--- config.mk ---
export PLATFORM = sky130hd
export DESIGN_NAME = sdram_port_arbiter
export DESIGN_NICKNAME = d
export VERILOG_FILES = /design/src/rtl/sdram_pkg.sv /design/src/rtl/sdram_burst_tracker.sv /design/src/rtl/sdram_port_arbiter.sv
export SDC_FILE = /design/constraint.sdc
export NUM_CORES = 1
export LEC_CHECK = 0
export ABC_AREA = 1
export CORE_AREA = 4 4 91 93
export DETAILED_ROUTE_END_ITERATION = 6
export DIE_AREA = 0 0 95 97
export HOLD_SLACK_MARGIN = 0.08
export PLACE_DENSITY = 0.79
export REMOVE_ABC_BUFFERS = 1
export SKIP_CTS_REPAIR_TIMING = 1
export SKIP_LAST_GASP = 1
export SYNTH_ARGS = -nofsm -noshare
export SYNTH_HDL_FRONTEND = slang
export SYNTH_SLANG_ARGS = --single-unit
--- constraint.sdc ---
create_clock -name ram_clk -period 3.3 [get_ports ram_clk]
set_input_delay 0.495 -clock ram_clk [delete_from_list [all_inputs] [get_ports ram_clk]]
set_output_delay 0.495 -clock ram_clk [all_outputs]
set_load 0.03 [all_outputs]
--- src/rtl/sdram_pkg.sv ---
`default_nettype none
// ============================================================================
//  Module      : sdram_pkg
//  Description : Shared types and address-field constants for the SDRAM
//                port arbiter and its burst tracker.
//  Revision    : 1.0  initial release
// ============================================================================
package sdram_pkg;

  localparam int COL_W   = 10;
  localparam int ROW_LSB = COL_W;
  localparam int ROW_MSB = 24;
  localparam int ADDR_W  = 25;
  localparam int ROW_W   = ROW_MSB - ROW_LSB + 1;

  // Arbiter FSM states
  typedef enum logic [2:0] {
    IDLE         = 3'd0,
    WR_BURST     = 3'd1,
    RD_BURST     = 3'd2,
    GAP          = 3'd3,
    REFRESH_WAIT = 3'd4
  } arb_state_t;

  // Which requester owns (or last owned) the controller port
  typedef enum logic {
    GRANT_WR = 1'b0,
    GRANT_RD = 1'b1
  } arb_grant_t;

  // Row field of a full SDRAM address
  function automatic logic [ROW_W-1:0] row_of(input logic [ADDR_W-1:0] addr);
    return addr[ROW_MSB:ROW_LSB];
  endfunction

endpackage
`default_nettype wire

--- src/rtl/sdram_burst_tracker.sv ---
`default_nettype none
// ============================================================================
//  Module      : sdram_burst_tracker
//  Description : Holds the open row and beat count of the current grant and
//                decides whether the presented beat may transfer and whether
//                the burst has to finish this cycle.
//  Revision    : 1.0  initial release
// ============================================================================
module sdram_burst_tracker
  import sdram_pkg::*;
#(
  parameter int BURST_LEN = 64
) (
  input  logic             clk,
  input  logic             rst_n,
  input  logic             start,       // new grant this cycle
  input  logic [ROW_W-1:0] start_row,   // row of the granted request
  input  logic             beat_valid,  // granted requester has a beat
  input  logic [ROW_W-1:0] beat_row,    // row of the presented beat
  input  logic             ctrl_busy,
  input  logic             guard,
  output logic             ready,
  output logic             burst_end
);

  localparam int CNT_W = $clog2(BURST_LEN + 1);
  localparam logic [CNT_W-1:0] CNT_MAX = CNT_W'(BURST_LEN);

  logic [ROW_W-1:0] open_row;
  logic [CNT_W-1:0] beat_cnt;
  logic [CNT_W-1:0] cnt_next;
  logic             row_match;
  logic             below_max;
  logic             xfer;

  // Beat acceptance and burst termination, evaluated against the open row
  always_comb begin
    row_match = (beat_row == open_row);
    below_max = (beat_cnt < CNT_MAX);
    ready     = ~ctrl_busy & ~guard & row_match & below_max;
    xfer      = beat_valid & ready;
    cnt_next  = beat_cnt + {{(CNT_W-1){1'b0}}, xfer};
    // The final beat of a full burst transfers and ends the burst together
    burst_end = ~beat_valid | ~row_match | guard | (cnt_next == CNT_MAX);
  end

  // Open row latched on grant; count advances per transfer and saturates
  always_ff @(posedge clk or negedge rst_n) begin
    if (!rst_n) begin
      open_row <= '0;
      beat_cnt <= '0;
    end else if (start) begin
      open_row <= start_row;
      beat_cnt <= '0;
    end else if (xfer) begin
      beat_cnt <= cnt_next;
    end
  end

endmodule
`default_nettype wire

--- src/rtl/sdram_port_arbiter.sv ---
`default_nettype none
// ============================================================================
//  Module      : sdram_port_arbiter
//  Description : Shares the SDRAM controller command port between the camera
//                frame writer and the display frame reader. Grants row-bounded
//                bursts, stays clear of the refresh window, alternates between
//                requesters and lets an urgent display read jump the queue.
//                Optional statistics counters: define SDRAM_ARB_STATS_EN.
//  Revision    : 1.0  initial release
// ============================================================================
module sdram_port_arbiter
  import sdram_pkg::*;
#(
  parameter int DATA_W        = 16,
  parameter int BURST_LEN     = 64,
  parameter int REFRESH_GUARD = 100
) (
  input  logic              ram_clk,
  input  logic              reset_n,
  // camera write path
  input  logic              wr_valid,
  output logic              wr_ready,
  input  logic [ADDR_W-1:0] wr_addr,
  input  logic [DATA_W-1:0] wr_data,
  input  logic [1:0]        wr_mask,
  // display read path
  input  logic              rd_valid,
  output logic              rd_ready,
  input  logic [ADDR_W-1:0] rd_addr,
  input  logic              rd_urgent,
  output logic [DATA_W-1:0] rd_data,
  output logic              rd_data_valid,
  // SDRAM controller
  input  logic              ctrl_busy,
  input  logic [DATA_W-1:0] ctrl_readData,
  input  logic              ctrl_readValid,
  input  logic [9:0]        refreshCountdown,
  output logic              write,
  output logic              isWrite,
  output logic [ADDR_W-1:0] address,
  output logic [1:0]        writeMask,
  output logic [DATA_W-1:0] writeData,
  output logic              keepOpen
`ifdef SDRAM_ARB_STATS_EN
  ,
  output logic [31:0]       stat_wr_beats,
  output logic [31:0]       stat_rd_beats,
  output logic [31:0]       stat_refresh_stalls
`endif
);

  localparam logic [9:0] GUARD_VAL = 10'(REFRESH_GUARD);

  arb_state_t        state;
  arb_state_t        next_state;
  arb_grant_t        last_grant;
  arb_grant_t        grant_to;
  logic              grant_start;
  logic [ROW_W-1:0]  grant_row;
  logic              guard;
  logic              in_wr;
  logic              in_rd;
  logic              beat_valid;
  logic [ADDR_W-1:0] beat_addr;
  logic              trk_ready;
  logic              trk_end;

  // Refresh window and burst-state decode
  always_comb begin
    guard      = (refreshCountdown <= GUARD_VAL);
    in_wr      = (state == WR_BURST);
    in_rd      = (state == RD_BURST);
    beat_valid = (in_wr & wr_valid) | (in_rd & rd_valid);
    beat_addr  = in_wr ? wr_addr : (in_rd ? rd_addr : '0);
  end

  sdram_burst_tracker #(
    .BURST_LEN (BURST_LEN)
  ) u_tracker (
    .clk        (ram_clk),
    .rst_n      (reset_n),
    .start      (grant_start),
    .start_row  (grant_row),
    .beat_valid (beat_valid),
    .beat_row   (row_of(beat_addr)),
    .ctrl_busy  (ctrl_busy),
    .guard      (guard),
    .ready      (trk_ready),
    .burst_end  (trk_end)
  );

  // State and fairness register
  always_ff @(posedge ram_clk or negedge reset_n) begin
    if (!reset_n) begin
      state      <= IDLE;
      last_grant <= GRANT_RD;
    end else begin
      state <= next_state;
      if (grant_start) begin
        last_grant <= grant_to;
      end
    end
  end

  // Arbitration and burst sequencing
  always_comb begin
    next_state  = state;
    grant_start = 1'b0;
    grant_to    = last_grant;
    case (state)
      IDLE: begin
        if (guard) begin
          next_state = REFRESH_WAIT;
        end else if (rd_valid & rd_urgent) begin
          next_state  = RD_BURST;
          grant_start = 1'b1;
          grant_to    = GRANT_RD;
        end else if (wr_valid & rd_valid) begin
          grant_start = 1'b1;
          if (last_grant == GRANT_RD) begin
            next_state = WR_BURST;
            grant_to   = GRANT_WR;
          end else begin
            next_state = RD_BURST;
            grant_to   = GRANT_RD;
          end
        end else if (wr_valid) begin
          next_state  = WR_BURST;
          grant_start = 1'b1;
          grant_to    = GRANT_WR;
        end else if (rd_valid) begin
          next_state  = RD_BURST;
          grant_start = 1'b1;
          grant_to    = GRANT_RD;
        end
      end
      WR_BURST, RD_BURST: begin
        if (trk_end) begin
          next_state = GAP;
        end
      end
      GAP: begin
        next_state = IDLE;
      end
      REFRESH_WAIT: begin
        if (!guard) begin
          next_state = IDLE;
        end
      end
      default: begin
        next_state = IDLE;
      end
    endcase
    grant_row = row_of((grant_to == GRANT_WR) ? wr_addr : rd_addr);
  end

  // Handshakes and controller beat fields from the granted requester
  always_comb begin
    wr_ready  = in_wr & trk_ready;
    rd_ready  = in_rd & trk_ready;
    write     = beat_valid & trk_ready;
    keepOpen  = (in_wr | in_rd) & ~guard;
    isWrite   = in_wr;
    address   = beat_addr;
    writeMask = in_wr ? wr_mask : (in_rd ? 2'b11 : 2'b00);
    writeData = in_wr ? wr_data : '0;
  end

  // Read return passes straight through, held at zero during reset
  always_comb begin
    rd_data       = reset_n ? ctrl_readData : '0;
    rd_data_valid = reset_n & ctrl_readValid;
  end

`ifdef SDRAM_ARB_STATS_EN
  // Saturating beat and refresh-stall counters
  always_ff @(posedge ram_clk or negedge reset_n) begin
    if (!reset_n) begin
      stat_wr_beats       <= '0;
      stat_rd_beats       <= '0;
      stat_refresh_stalls <= '0;
    end else begin
      if (write && in_wr && !(&stat_wr_beats)) begin
        stat_wr_beats <= stat_wr_beats + 32'd1;
      end
      if (write && in_rd && !(&stat_rd_beats)) begin
        stat_rd_beats <= stat_rd_beats + 32'd1;
      end
      if ((state == REFRESH_WAIT) && !(&stat_refresh_stalls)) begin
        stat_refresh_stalls <= stat_refresh_stalls + 32'd1;
      end
    end
  end
`endif

endmodule
`default_nettype wire

# Word-level counts from Yosys, hierarchy flattened
# Cells that the tools add are included.
[word_totals]
input_bits = 101
regBits = 26
output_inout_bits = 65
wordCells = 71
[op_classes]
eq_ne = 8
magnitude_cmp = 2
muxes = 31
addsub = 1
bitwise_logic = 21
n_reduce_logical = 4
[op_table]
columns = ["op", "n"]
rows = [
  ["two-way mux 25 bit", 3],
  ["two-way mux 16 bit", 2],
  ["two-way mux 3 bit", 7],
  ["equality test 15 bit", 1],
  ["two-way mux 7 bit", 2],
  ["two-way mux 1 bit", 13],
  ["AND 1 bit", 12],
  ["<= comparator 10 x 7 -> 1 bit (second input constant)", 1],
  ["one-hot mux 3 bit (3 select lines)", 1],
  ["adder 7 x 1 -> 7 bit", 1],
  ["equality test 7 bit (second input constant)", 1],
  ["< comparator 7 bit (second input constant)", 1],
  ["two-way mux 2 bit", 3],
  ["!= test 6 x 5 -> 1 bit (second input constant)", 1],
  ["OR 1 bit", 5],
  ["!= test 2 bit (second input constant)", 2],
  ["NOT 1 bit", 4],
  ["equality test 3 x 1 -> 1 bit (second input constant)", 1],
  ["equality test 3 x 2 -> 1 bit (second input constant)", 1],
  ["equality test 3 bit (second input constant)", 1],
  ["zero test 3 bit", 1],
  ["AND reduction 3 bit", 1],
  ["nonzero test 2 bit", 1],
  ["OR reduction 2 bit", 1],
]

# Logic depth before layout (Yosys ltp)
[logic_depth]
word_depth = 12
mapped_depth = 24
mapped_depth_nobuf = 23

# Hierarchy
# A second synthesis with hierarchy kept.
[unflattened]
cells_unflattened = 407
hier_area_um2 = 2534.9
[modules_own_cells]
columns = ["module", "area_per_inst_um2", "cells_per_inst", "n_inst", "seq_area_each_um2"]
rows = [
  ["sdram_burst_tracker", 1318.8, 190, 1, 550.5],
  ["sdram_port_arbiter", 1216.2, 217, 1, 101.3],
]

# Worst setup path after synthesis
# OpenSTA, ideal clock, no wires.
[synth_timing]
path_type = "reg2reg"
startpoint = "reg state[2]"
endpoint = "reg state[0]"
arrival_ns = 3.158
setup_time_ns = 0.117
slack_ns = 0.025
stages_incl_launch_ff = 22
period_less_slack_ns = 3.275
cell_sequence = "dfrtp_1 -> nor3_4 -> nand2_1 -> nand2_1 -> nand2_1 -> nand2_1 -> nand3_1 -> nor2_2 -> nand4_2 -> inv_1 -> ha_1 -> ha_1 -> nand3_1 -> nor2_1 -> nand2_1 -> nand2_1 -> nor3b_1 -> a21oi_1 -> nand3_1 -> nand2_1 -> nand2_1 -> nand2_1"
[synth_between]
elab_chain_cells = 12
word_cells_on_any_way = 26
classes_between = "1 x add/sub; 8 x eq/ne; 3 x mux; 11 x bitwise; 3 x reduce/logical"
[synth_rtl]
columns = ["element", "line_no", "rtl"]
rows = [
  ["start, declared", "sdram_port_arbiter.sv:54", "arb_state_t state;"],
  ["start signal, assigned", "sdram_port_arbiter.sv:98", "state <= next_state;"],
  ["equality test 3 x 2 -> 1 bit", "sdram_port_arbiter.sv:72", "in_rd = (state == RD_BURST);"],
  ["two-way mux 25 bit", "sdram_port_arbiter.sv:74", "beat_addr = in_wr ? wr_addr : (in_rd ? rd_addr : '0);"],
  ["two-way mux 25 bit *", "sdram_port_arbiter.sv:74", ""],
  ["named net address[23]", "sdram_port_arbiter.sv:40", "output logic [ADDR_W-1:0] address,"],
  ["equality test 15 bit *", "sdram_burst_tracker.sv:38", "row_match = (beat_row == open_row);"],
  ["AND 1 bit * (2 in series)", "sdram_burst_tracker.sv:40", "ready = ~ctrl_busy & ~guard & row_match & below_max;"],
  ["AND 1 bit *", "n/a", ""],
  ["named net write", "sdram_port_arbiter.sv:38", "output logic write,"],
  ["adder 7 x 1 -> 7 bit *", "sdram_burst_tracker.sv:42", "cnt_next = beat_cnt + {{(CNT_W-1){1'b0}}, xfer};"],
  ["equality test 7 bit *", "sdram_burst_tracker.sv:44", "burst_end = ~beat_valid | ~row_match | guard | (cnt_next == CNT_MAX);"],
  ["OR 1 bit *", "sdram_burst_tracker.sv:44", ""],
  ["!= test 2 bit (no line) *", "n/a", ""],
  ["AND reduction 3 bit (no line) *", "n/a", ""],
]
# Mark *: on every way through the listed nets, which the timed path passes. The rest lies on a longest branch.
# A chain may end at the register's enable or synchronous reset.

# Worst setup path after layout
[layout_timing]
startpoint = "reg state[1]"
endpoint = "reg state[0]"
[layout_between]
elab_chain_cells = 12
word_cells_on_any_way = 26
classes_between = "1 x add/sub; 8 x eq/ne; 3 x mux; 11 x bitwise; 3 x reduce/logical"
[layout_rtl]
columns = ["element", "line_no", "rtl"]
rows = [
  ["equality test 3 x 2 -> 1 bit", "sdram_port_arbiter.sv:72, sdram_port_arbiter.sv:110", ""],
  ["two-way mux 25 bit (2 in series)", "sdram_port_arbiter.sv:74", ""],
  ["equality test 15 bit", "sdram_burst_tracker.sv:38", ""],
  ["AND 1 bit (2 in series)", "sdram_burst_tracker.sv:40", ""],
  ["AND 1 bit", "sdram_burst_tracker.sv:41", "xfer = beat_valid & ready;"],
  ["adder 7 x 1 -> 7 bit", "sdram_burst_tracker.sv:42", ""],
  ["equality test 7 bit", "sdram_burst_tracker.sv:44", ""],
  ["OR 1 bit", "sdram_burst_tracker.sv:44", ""],
  ["!= test 2 bit (no line)", "n/a", ""],
  ["AND reduction 3 bit (no line)", "n/a", ""],
]
# Several ways; a longest one is shown, not always the timed one.

==> flow_metrics.tcl <==
set metrics [dict create \
    outcome "completed" \
    synth_area_leaders "dfrtp_1 26%, nand2_1 18%, inv_1 9.9%, nor2_1 8.0%, nand4_1 7.7%" \
    required_ns 3.48 \
    synth_warnings 0 \
    setup-violations-final 0 \
    fin_cells 679 \
    ir_drop_mv 0.548 \
    placed_cell_area_mm2 0.00424 \
    p_sw_share_pct 52.0 \
    yosys.area.top_type_share_pct 25.7 \
    insertion_delay_ns 0.28 \
    antenna_found_initial 0 \
    cts.clk_slew.worst_paths_ns 0.10 \
    gp_congestion 0.910 \
    initialDrtViolationCount 183 \
    cts-root-buf "clkbuf_8" \
    p_sw_mw 1.74 \
    drc 0 \
    n_antenna_cell 0 \
    n_fill_cell 743 \
    endpoint_kind "register" \
    area_growth_pct 79.2 \
    io_buffers 165 \
    grt_pass1_wl_um 15700 \
    seq_power_share_pct 15.3 \
    fmax_mhz 335 \
    path_buf_inv 3 \
    cts_buffers 3 \
    yosysUniqueCellTypes 26 \
    synth_area_mm2 0.00243 \
    grt_overflow 0 \
    cellPowerDensity_mw_per_mm2 768 \
    cts_tree "yes" \
    crit_path_cell_trace "inv_2, buf_4, nand4_1, nand2_1, nand2_1, nand2_1, nand3_1, nor2_2, nand4_2, inv_2, ha_1, ha_2, nand3_1, nor2_1, nand2_1, nand2_1, nor3b_2, a21oi_1, nand3_1, nand2_1, nand2_1, nand2_1" \
    p_int_mw 1.61 \
    grt_pass1_vias 3232 \
    pwr-share-comb_pct 76.3 \
    p_clk_share_pct 8.3 \
    setup.worst_path.start_class "register" \
    ys_seq_area_share_pct 26.8 \
    design.die.area_mm2 0.00922 \
    drive_gt1_share_pct 8.49 \
    nNetsFinal 681 \
    track_usage_pct 20.8 \
    vias 3287 \
    synth_largest_area_cell "dfrtp_1" \
    cpMostUsedCell "nand2_1" \
    die_y_um 97 \
    cp_slowest_cell "dfrtp_1" \
    cp_data_arrival_time_ns 3.16 \
    crit_fanout 12 \
    hold_violations 0 \
    fin_crit_ns 2.99 \
    dp_hpwl_um 8110 \
    worst_slew_pin_slew_ns 0.541 \
    viasPerCell 4.84 \
    routedWlPerCell_um 14.7 \
    ys_ff_latch 26 \
    coreArea_mm2 0.00753 \
    initial_core_util_pct 32.3 \
    cp_top_family "simple AND/OR/NAND/NOR gates" \
    wirelength_um 10000 \
    drv_slew 0 \
    skew_ns 0.00270 \
    grt_max_degree 27 \
    power.leakage_nw 2.15 \
    syn-instance-count 408 \
    synth.avg_cell_area_um2 5.96 \
    antenna_left 0 \
    cpPeakStageDelay_ns 0.43 \
    htreeDepth 1 \
    critPathKind "reg -> reg" \
    rows 32 \
    cts.sinks 26 \
    dp.cells 673 \
    drtPass1Iterations 4 \
    fin_crit_sh_pct 90.5 \
    utilization_pct 57.8 \
    slew-limit-headroom_pct 63.9 \
    clk_path_buf_depth 2 \
    maxCapViolations 0 \
    die_w_um 95 \
    fin_area_mm2 0.00435 \
    hp-class "in -> async" \
    io_pins 166 \
]
[sequential cells by signal, indices dropped and copies added (netlist names)]
name / cells
u_tracker.open_row: 15
last_grant: 1
u_tracker.beat_cnt: 7
state: 3
[layout make-up]
| class | count | area [µm²] | share of cell area, % |
|---|---|---|---|
| timing repair buffer | 182 | 1780 | 40.8 |
| sequential | 26 | 654 | 15.0 |
| clock buffer | 3 | 41.3 | 0.948 |
| multi-input combinational | 297 | 1470 | 33.7 |
| clock inverter | 1 | 30.0 | 0.690 |
| tap | 102 | 128 | 2.93 |
| inverter | 68 | 258 | 5.92 |
[metal layers]
layer  vias to the layer above  global-route usage, %  share of wire (%)
met5                         -                      0                  0
met4                         0                   2.89               0.48
met3                         7                   3.97                8.6
met2                       138                   38.3                 50
met1                      1471                   25.2                 40
li1                       1671                      -                  -
[synth_stat cells]
library cell,n
a21oi_1,3
a22o_1,10
buf_2,6
buf_4,2
clkbuf_1,9
dfrtp_1,25
dfstp_2,1
ha_1,2
inv_1,64
inv_2,4
nand2_1,116
nand3_1,34
nand3b_1,1
nand4_1,30
nand4_2,1
nor2_1,52
nor2_2,2
nor2_4,1
nor3_1,4
nor3_4,2
nor3b_1,1
o21ai_0,19
o21ai_2,1
o22ai_1,15
xnor2_1,1
xor2_1,2
[cells in the final DEF (no fill, tap or decap), drive strengths merged, types with 3 or more instances in the layout]
cell	n
clkbuf	3
nand3	34
dfrtp	25
inv	68
a21oi	3
o22ai	15
nand4	31
buf	22
a22o	10
nand2	116
nor2	55
nor3	6
clkdlybuf4s50	160
o21ai	20
[per-stage QoR]
stage	setup slack (ns)	setup TNS [ns]	hold slack, ns	power (mW)
4_1_cts	0.102	0	0.491	3.33
2_1_floorplan	-0.629	-2.13	0.199	2.00
3_5_place_dp	0.0181	0	0.524	3.05
5_1_grt	-0.0185	-0.0185	0.532	3.61
3_3_place_gp	0.122	0	0.534	3.00
6_report	0.312	0	0.486	3.34
[worst reg2reg max path: cells and delay by family (launching register included)]
family,cells,cell delay [ns]
compound gates,1,0.08
fa+ha+maj,2,0.37
buf+inv,3,0.41
flops,1,0.43
simple gates,16,1.59
[worst paths after layout]
| path | from | to | slack [ns] | cells past startpoint |
|---|---|---|---|---|
| max reg2reg | state[1] | state[0] | 0.31 | 22 |
| min reg2reg | u_tracker.beat_cnt[0] | u_tracker.beat_cnt[0] | 0.55 | 2 |
| min | reset_n | u_tracker.beat_cnt[1] | 0.49 | 2 |
| min in group ram_clk | u_tracker.beat_cnt[0] | u_tracker.beat_cnt[0] | 0.55 | 2 |
| max in group asynchronous | reset_n | last_grant | 2.50 | 2 |
| max | state[1] | state[0] | 0.31 | 22 |
[kinds of logic after synthesis]
logic type      after synthesis  share of synthesized area, %
flops                        26                          26.8
buf+inv                      85                          13.7
xor+xnor                      3                          1.08
fa+ha+maj                     2                          1.03
simple gates                244                          45.0
compound gates               48                          12.4
[power by group through the flow]
stage | registers, mW | logic, mW | clock network [mW]
detailed placement | 0.518 | 2.53 | 0
CTS | 0.511 | 2.54 | 0.282
global route | 0.527 | 2.79 | 0.291
global placement | 0.510 | 2.49 | 0
finish | 0.513 | 2.55 | 0.278
floorplan | 0.528 | 1.47 | 0
(Power assumes the default switching activity.)
